$ cat src/rtl/i2c_regmap.sv
// i2c_regmap: pointer-based register file behind i2c_slave; resynchronises its strobes into clk.
// Optional macro I2C_REGMAP_PTR_WRAP_EN: pointer wraps modulo NUM_REGS instead of saturating.
module i2c_regmap #(
   parameter int         NUM_REGS = 8,
   parameter logic [7:0] REG_RST  = 8'h00
) (
   input  logic                            clk,
   input  logic                            rst,
   input  logic                            i2c_start,
   input  logic                            i2c_stop,
   input  logic                            i2c_data_vld,
   input  logic                            i2c_r_w,
   input  logic [7:0]                      i2c_data_out,
   output logic [7:0]                      i2c_data_in,
   output logic                            i2c_ready,
   output logic                            reg_wr_en,
   output logic [$clog2(NUM_REGS)-1:0]     reg_wr_addr,
   output logic [7:0]                      reg_wr_data,
   output logic [NUM_REGS*8-1:0]           regs_flat
);
   localparam int ADDR_W = $clog2(NUM_REGS);

   typedef enum logic [1:0] {IDLE, ADDR, WRITE, READ} state_t;

   state_t              state_q, state_d;
   logic [2:0]          start_sync_q, stop_sync_q, vld_sync_q;
   logic [1:0]          rw_sync_q;
   logic [ADDR_W-1:0]   ptr_q, ptr_d, ptr_inc;
   logic [7:0]          regs_q [NUM_REGS];
   logic [7:0]          data_in_q;
   logic                ready_q, ready_d;
   logic [1:0]          busy_q, busy_d;
   logic                wr_en_q, wr_en_d;
   logic [ADDR_W-1:0]   wr_addr_q, wr_addr_d;
   logic [7:0]          wr_data_q, wr_data_d;
   logic                start_ev, stop_ev, byte_ev;

   // Two flops resynchronise each strobe; the third holds the previous value for edge detection.
   always_ff @(posedge clk) begin
      if (rst) begin
         start_sync_q <= '0;
         stop_sync_q  <= '0;
         vld_sync_q   <= '0;
         rw_sync_q    <= '0;
      end else begin
         start_sync_q <= {start_sync_q[1:0], i2c_start};
         stop_sync_q  <= {stop_sync_q[1:0], i2c_stop};
         vld_sync_q   <= {vld_sync_q[1:0], i2c_data_vld};
         rw_sync_q    <= {rw_sync_q[0], i2c_r_w};
      end
   end

   assign start_ev = start_sync_q[1] & ~start_sync_q[2];
   assign stop_ev  = stop_sync_q[1] & ~stop_sync_q[2];
   assign byte_ev  = ~vld_sync_q[1] & vld_sync_q[2];

`ifdef I2C_REGMAP_PTR_WRAP_EN
   assign ptr_inc = ptr_q + 1'b1;
`else
   assign ptr_inc = (&ptr_q) ? ptr_q : ptr_q + 1'b1;
`endif

   always_comb begin
      state_d   = state_q;
      ptr_d     = ptr_q;
      wr_en_d   = 1'b0;
      wr_addr_d = wr_addr_q;
      wr_data_d = wr_data_q;
      ready_d   = 1'b1;
      busy_d    = 2'd0;
      // The byte is handled in the state it arrived in; start/stop then override the next state.
      if (byte_ev) begin
         case (state_q)
            ADDR: begin
               if (rw_sync_q[1]) begin
                  ptr_d   = ptr_inc;
                  state_d = READ;
               end else begin
                  ptr_d   = i2c_data_out[ADDR_W-1:0];
                  state_d = WRITE;
               end
            end
            WRITE: begin
               wr_en_d   = 1'b1;
               wr_addr_d = ptr_q;
               wr_data_d = i2c_data_out;
               ptr_d     = ptr_inc;
            end
            READ:    ptr_d = ptr_inc;
            default: ;
         endcase
      end
      if (stop_ev) begin
         state_d = IDLE;
      end else if (start_ev) begin
         state_d = ADDR;
      end
      // ready drops for two cycles so data_in has settled on the new pointer before it returns.
      if (byte_ev) begin
         ready_d = 1'b0;
         busy_d  = 2'd2;
      end else if (busy_q != 2'd0) begin
         busy_d  = busy_q - 1'b1;
         ready_d = (busy_q == 2'd1);
      end
   end

   always_ff @(posedge clk) begin
      if (rst) begin
         state_q   <= IDLE;
         ptr_q     <= '0;
         data_in_q <= '0;
         ready_q   <= 1'b0;
         busy_q    <= 2'd0;
         wr_en_q   <= 1'b0;
         wr_addr_q <= '0;
         wr_data_q <= '0;
         for (int k = 0; k < NUM_REGS; k++) begin
            regs_q[k] <= REG_RST;
         end
      end else begin
         state_q   <= state_d;
         ptr_q     <= ptr_d;
         data_in_q <= regs_q[ptr_q];
         ready_q   <= ready_d;
         busy_q    <= busy_d;
         wr_en_q   <= wr_en_d;
         wr_addr_q <= wr_addr_d;
         wr_data_q <= wr_data_d;
         if (wr_en_d) begin
            regs_q[ptr_q] <= i2c_data_out;
         end
      end
   end

   for (genvar g = 0; g < NUM_REGS; g++) begin : g_flat
      assign regs_flat[8*g +: 8] = regs_q[g];
   end

   assign i2c_data_in = data_in_q;
   assign i2c_ready   = ready_q;
   assign reg_wr_en   = wr_en_q;
   assign reg_wr_addr = wr_addr_q;
   assign reg_wr_data = wr_data_q;
endmodule

$ cat config.mk
export PLATFORM = sky130hd
export DESIGN_NAME = i2c_regmap
export DESIGN_NICKNAME = d
export VERILOG_FILES = /design/src/rtl/i2c_regmap.sv
export SDC_FILE = /design/constraint.sdc
export NUM_CORES = 1
export LEC_CHECK = 0
export BUFFER_PORTS_ARGS = -buffer_cell sky130_fd_sc_hd__buf_2
export CORE_MARGIN = 1
export CORE_UTILIZATION = 54
export CTS_CLUSTER_DIAMETER = 120
export DETAILED_ROUTE_END_ITERATION = 8
export PLACE_DENSITY = 0.8
export SETUP_SLACK_MARGIN = 0.05
export SLEW_MARGIN = 30
export SYNTH_ARGS = -nofsm -noshare
export SYNTH_HDL_FRONTEND = slang
export SYNTH_SLANG_ARGS = --single-unit
$ cat constraint.sdc
create_clock -name clk -period 2.03 [get_ports clk]
set_input_delay 0.203 -clock clk [delete_from_list [all_inputs] [get_ports clk]]
set_output_delay 0.203 -clock clk [all_outputs]
set_load 0.01 [all_outputs]
==> flow_metrics.py, run 1 <==
metrics = {
    "outcome": {
        "status": "complete, no violations",
    },
    "placement": {
        "hpwl_um": 7840,
        "io_buffers": 98,
        "globalplace.congestion": 0.823,
    },
    "pwr": {
        "p_per_area_nw_per_um2": 743,
        "comb_power_share": 0.057,
        "p_sw_mw": 0.888,
        "peakVddDrop_mv": 0.386,
        "swShare": 0.231,
        "p_leak_nw": 2.11,
        "p_seq_frac": 0.603,
        "p_int_mw": 2.96,
        "power_frac_clock": 0.340,
    },
    "sta": {
        "finClkSkew_ns": 0.0166,
        "hold_slack_ns": 0.0318,
        "drv_slew": 0,
        "worst_slew_pin_slew_ns": 0.494,
        "period_minus_slack_ns": 1.86,
        "setup_violations": 0,
        "slew_headroom": 0.670,
        "fin_tns_setup_ns": 0,
        "period_share": 0.917,
        "rsz0062_at_grt": "false",
        "max_freq_mhz": 537,
        "hold_viol": 0,
    },
    "synthesis": {
        "synth_top_cell_area_share": 0.442,
        "yosysWarnings": 0,
        "synth_area_per_cell_sq_um": 12.3,
        "synth_edf_count": 64,
        "synth_async_sr_flop_share": 0,
        "synth_cells": 354,
        "synthFlopType": "edfxtp_1",
        "synth_area_sq_um": 4350,
        "synth_area_leaders": "edfxtp_1, dfxtp_1, and2_1",
        "syn_nets": 369,
        "yosys.area.top_type": "edfxtp_1",
        "netlist-cell-type-count": 40,
        "ys_seq_area_frac": 0.622,
        "synth-seq-cells": 103,
    },
    "global_route": {
        "grt_pass1_vias": 2892,
        "gr-usage-met3": 0.0481,
        "grt_pass1_wl_um": 16200,
        "grt_max_degree": 43,
        "top_usage_layer": "met2",
        "met2_usage": 0.419,
        "grt_antenna_before_repair": 0,
        "globalRouteMet1Util": 0.374,
        "track_usage": 0.265,
        "overflow": 0,
    },
    "cts": {
        "clock-root-buffer": "clkbuf_8",
        "clock_sinks": 103,
        "postCtsResizedCells": 0,
        "ctsHoldBuffers": 0,
        "clk_transition_reported_paths_ns": 0.10,
        "cts_buffers": 9,
        "cts_tree": "yes",
        "post-cts-setup-buffers": 0,
        "ctsLongestPathBuffers": 2,
        "clk_latency_ns": 0.38,
        "cts.htree.levels": 3,
    },
    "detailed_routing": {
        "postRouteAntennaNets": 0,
        "totalWireLength_um": 11000,
        "post_drt_wl_per_cell_um": 19.4,
        "first_pass_iters": 4,
        "drc": 0,
        "via_per_inst": 5.66,
        "dr.first_iter.drc_count": 174,
        "vias": 3195,
    },
    "floorplanning": {
        "rows": 32,
        "core-area_sq_um": 7770,
        "initial_utilization": 0.559,
        "die_h_um": 91.7,
        "ioPinCount": 99,
        "die-area_sq_um": 8410,
        "fp.dieW_um": 91.7,
    },
    "min_path": {
        "worstHoldStart": "i2c_stop",
        "hp-class": "primary input to flip-flop",
        "hold_depth": 2,
        "hold-path-endpoint": "stop_sync_q[0]$_SDFF_PP0_",
    },
    "setup_path": {
        "worstReg2RegEnd": "regs_q[5][5]$_SDFFCE_PN0P_",
        "regToRegSetupSlack_ns": 0.17,
        "r2r_start": "state_q[1]$_SDFFE_PP0P_",
        "worstPathArrival_ns": 1.90,
        "crit_fanout": 9,
        "r2r_cells": 4,
        "end_kind": "flip-flop",
        "startpoint_type": "flip-flop",
        "cp.required_ns": 2.07,
        "crit_chain": "and4bb_4 -> nand3b_4 -> nor2_4 -> or2_1",
        "cp_slowest_cell": "dfxtp_1",
        "max_stage_delay_ns": 0.48,
        "path_class": "flip-flop to flip-flop",
    },
    "final_layout": {
        "areaGrowthSynthToFinish_pct": 19.1,
        "layout-drive-gt1-share": 0.299,
        "n_antenna_cell": 0,
        "layout.nets": 472,
    },
    "job": {
        "cap_violations": 0,
    },
}
-- stage by stage --
stage	setup slack [ns]	instances	utilization	instance area [sq um]	power (mW)
floorplan	0.361	354	-	4350	2.46
global placement	0.286	548	0.640	4970	2.58
detailed placement	0.195	548	0.640	4970	2.58
CTS	0.168	564	0.666	5170	3.85
global route	0.0657	564	0.666	5180	3.93
finish	0.168	564	0.666	5180	3.85
-- worst max-delay path, delay by kind of cell, from the launching register on --
family	cells	cell delay, ns
simple gates	4	1.04
flops	1	0.48
-- routing by layer --
layer	up-vias	share of wire
met2	172	0.47
met5	-	0
met1	1555	0.43
met3	18	0.080
li1	1450	-
met4	0	0.017
-- cell families (layout without fill, tap and decap cells) --
family / count (synthesis) / in the layout / synth area share
compound gates: 48 / 48 / 0.0700
fa+ha+maj: 1 / 1 / 0.00288
buf+inv: 21 / 129 / 0.0225
flops: 103 / 103 / 0.622
mux: 27 / 27 / 0.0631
simple gates: 154 / 154 / 0.220
-- layout make-up --
class                      count  area [sq um]
timing repair buffer         110           581
fill                         598          2590
sequential                   103          2700
inverter                       3          11.3
tap                          102           128
clock inverter                 3          23.8
multi-input combinational    230          1550
clock buffer                  13           181
-- power groups by stage --
stage	clock network, mW	logic [mW]	registers, mW
2_1_floorplan	0	0.0793	2.38
3_3_place_gp	0	0.213	2.36
3_5_place_dp	0	0.216	2.36
4_1_cts	1.31	0.217	2.32
5_1_grt	1.38	0.234	2.32
6_report	1.31	0.219	2.32
-- Yosys cell counts (2+ instances only) --
library cell  instances
buf_2                12
mux2_1                2
a31oi_1               4
a211oi_1              2
nor2b_1              15
o32ai_1               2
a22oi_1               4
inv_1                 3
nor2_1               15
nor3_1                5
edfxtp_1             64
a2bb2oi_1             3
nand2_1              25
a21o_1                2
nor2_4                4
clkbuf_1              4
a21oi_1              19
o22ai_1               8
dfxtp_1              39
nor3b_1               3
mux2i_1              24
or2_1                10
nand2b_1              2
nor3_4                4
and2_1               64
-- worst max path at each step --
stage                            endpoint  cells past startpoint                    start
3_5_place_dp   regs_q[1][5]$_SDFFCE_PN0P_                      4  state_q[1]$_SDFFE_PP0P_
6_report       regs_q[5][5]$_SDFFCE_PN0P_                      4  state_q[1]$_SDFFE_PP0P_
3_3_place_gp   regs_q[1][6]$_SDFFCE_PN0P_                      4  state_q[1]$_SDFFE_PP0P_
5_1_grt        regs_q[5][5]$_SDFFCE_PN0P_                      4  state_q[1]$_SDFFE_PP0P_
2_1_floorplan  regs_q[6][0]$_SDFFCE_PN0P_                      4  state_q[1]$_SDFFE_PP0P_
4_1_cts        regs_q[1][4]$_SDFFCE_PN0P_                      4  state_q[1]$_SDFFE_PP0P_
-- cells in the final DEF (no fill, tap or decap), types with 3 or more instances in the layout --
cell type,instances
a21oi_1,19
a22oi_1,4
a2bb2oi_1,3
a31oi_1,4
and2_1,64
buf_2,98
buf_4,12
clkbuf_8,9
dfxtp_1,38
edfxtp_1,64
inv_1,3
mux2i_1,24
nand2_1,25
nor2_1,15
nor2_4,4
nor2b_1,15
nor3_1,5
nor3_4,4
nor3b_1,3
o22ai_1,8
or2_1,9
-- registers in the layout, indices dropped and copies added, names as in the netlist --
name	count
reg_wr_data	8
vld_sync_q	3
rw_sync_q	2
busy_q	2
ptr_q	3
reg_wr_en	1
regs_q	64
reg_wr_addr	3
start_sync_q	3
stop_sync_q	3
i2c_data_in	8
i2c_ready	1
state_q	2
No activity file was read; power rests on OpenSTA's default activity.
==> run 2, diff against run 1 <==
clock period = 1.8 ns   (was 2.03 ns; I/O delays follow)
==> run 2 against run 1 <==
Effect of this change:
- design area is 2.0% higher
- count of clock-buffer cells in the layout is 3 lower
- clock skew is 0.0070 ns lower
- critical path type unchanged
- maximum frequency is 14% higher
- core utilization is 1.3 points higher
- register-to-register slack hardly changed
- via count is 0.81% lower
- first-iteration DRC count is 43% higher
- routed wire length is 2.4% lower
- flip-flop and latch count stayed put
==> flow_metrics.py, run 2 (synthesis results as in run 1) <==
metrics = {
    "cts": {
        "clk_transition_reported_paths_ns": 0.10,
        "cts.htree.levels": 3,
        "ctsHoldBuffers": 0,
        "clock-root-buffer": "clkbuf_8",
        "cts_tree": "yes",
        "clock_sinks": 103,
        "cts_buffers": 9,
        "ctsLongestPathBuffers": 2,
        "clk_latency_ns": 0.36,
    },
    "global_route": {
        "overflow": 0,
        "grt_max_degree": 22,
        "grt_antenna_before_repair": 0,
        "track_usage": 0.264,
        "grt_pass1_wl_um": 16400,
        "grt_pass1_vias": 3032,
    },
    "sta": {
        "max_freq_mhz": 613,
        "period_share": 0.906,
        "finClkSkew_ns": 0.00957,
        "fin_tns_setup_ns": 0,
        "hold_viol": 0,
        "hold_slack_ns": 0.0174,
        "period_minus_slack_ns": 1.63,
        "rsz0062_at_grt": "false",
        "setup_violations": 0,
        "drv_slew": 0,
        "worst_slew_pin_slew_ns": 0.438,
        "worst_slack_ns": 0.169,
        "slew_headroom": 0.705,
    },
    "floorplanning": {
        "die-area_sq_um": 8410,
        "initial_utilization": 0.559,
        "core-area_sq_um": 7770,
        "ioPinCount": 99,
        "fp.dieW_um": 91.7,
        "die_h_um": 91.7,
        "rows": 32,
    },
    "detailed_routing": {
        "first_pass_iters": 7,
        "vias": 3169,
        "dr.first_iter.drc_count": 249,
        "totalWireLength_um": 10700,
        "post_drt_wl_per_cell_um": 18.7,
        "postRouteAntennaNets": 0,
        "drc": 0,
        "via_per_inst": 5.55,
    },
    "pwr": {
        "comb_power_share": 0.058,
        "peakVddDrop_mv": 0.459,
        "p_int_mw": 3.41,
        "p_leak_nw": 2.16,
        "swShare": 0.232,
        "finalPower_mw": 4.44,
        "p_per_area_nw_per_um2": 842,
        "power_frac_clock": 0.355,
        "p_sw_mw": 1.03,
        "p_seq_frac": 0.587,
    },
    "placement": {
        "globalplace.congestion": 0.859,
        "io_buffers": 98,
        "hpwl_um": 7840,
        "place_area_sq_um": 5030,
        "placed_cells": 555,
        "place_ws_ns": 0.0694,
    },
    "job": {
        "cap_violations": 0,
    },
    "outcome": {
        "status": "complete, no violations",
    },
    "final_layout": {
        "largest_register": "regs_q",
        "n_antenna_cell": 0,
        "layout_common_cells": "buf_2, and2_1, edfxtp_1, dfxtp_1, nand2_1",
        "layout_commonest_cell": "buf_2",
        "layout.nets": 479,
        "fin_util": 0.679,
        "final_cell_count_no_fill": 571,
        "post-route-cell-area_sq_um": 5280,
        "largest_reg_flops": 64,
        "layout-drive-gt1-share": 0.328,
        "areaGrowthSynthToFinish_pct": 21.5,
    },
    "min_path": {
        "hp-class": "primary input to flip-flop",
    },
    "setup_path": {
        "startpoint_type": "flip-flop",
        "cp.required_ns": 2.05,
        "worstPathArrival_ns": 1.88,
        "crit_fanout": 16,
        "end_kind": "flip-flop",
        "path_class": "flip-flop to flip-flop",
    },
}
run 2: changes by cell type in the layout (fill, tap and decap cells not counted), sizes merged:
cell,before,now
inv,4,6
clkbuf,13,10
buf,110,117
bufinv,0,1
run 2: power by group through the flow:
stage	clock [mW]	sequential (mW)	combinational, mW
2_1_floorplan	0	2.68	0.0895
3_3_place_gp	0	2.66	0.242
3_5_place_dp	0	2.66	0.250
4_1_cts	1.58	2.61	0.252
5_1_grt	1.68	2.61	0.276
6_report	1.58	2.61	0.256
run 2: critical path, stage by stage, from the launching register on:
cell and delay, ns:
dfxtp_4 0.48, buf_4 0.29, mux2i_1 0.32, o32ai_1 0.16, a31oi_1 0.16, a21oi_1 0.09
run 2: final timing paths:
path | cells past startpoint | endpoint | slack (ns) | startpoint
max | 5 | i2c_data_in[7]$_SDFF_PP0_ | 0.17 | ptr_q[0]$_SDFFE_PP0P_
min | 2 | rw_sync_q[0]$_SDFF_PP0_ | 0.02 | i2c_r_w
max reg2reg | 5 | i2c_data_in[7]$_SDFF_PP0_ | 0.17 | ptr_q[0]$_SDFFE_PP0P_
min reg2reg | 1 | busy_q[0]$_SDFF_PP0_ | 0.42 | busy_q[0]$_SDFF_PP0_
run 2: what timing repair did:
action                                 in CTS  in global routing
gates resized for setup                     1                  8
setup endpoints to repair                   1                 50
endpoints found under the hold margin       0                  0
setup buffers                               0                  0
run 2: area by class of cell:
class                      count  area [sq um]
multi-input combinational    230          1560
clock inverter                 6          73.8
fill                         588          2490
inverter                       3          11.3
timing repair buffer         117           646
sequential                   103          2710
tap                          102           128
clock buffer                  10           149
run 2: per-layer routing:
| metal | share of wire | GRT usage | wire, um |
|---|---|---|---|
| met1 | 0.41 | 0.352 | 4370 |
| met2 | 0.48 | 0.421 | 5130 |
| met3 | 0.086 | 0.0622 | 916 |
| met4 | 0.024 | 0.104 | 258 |
| met5 | 0 | 0 | 0 |
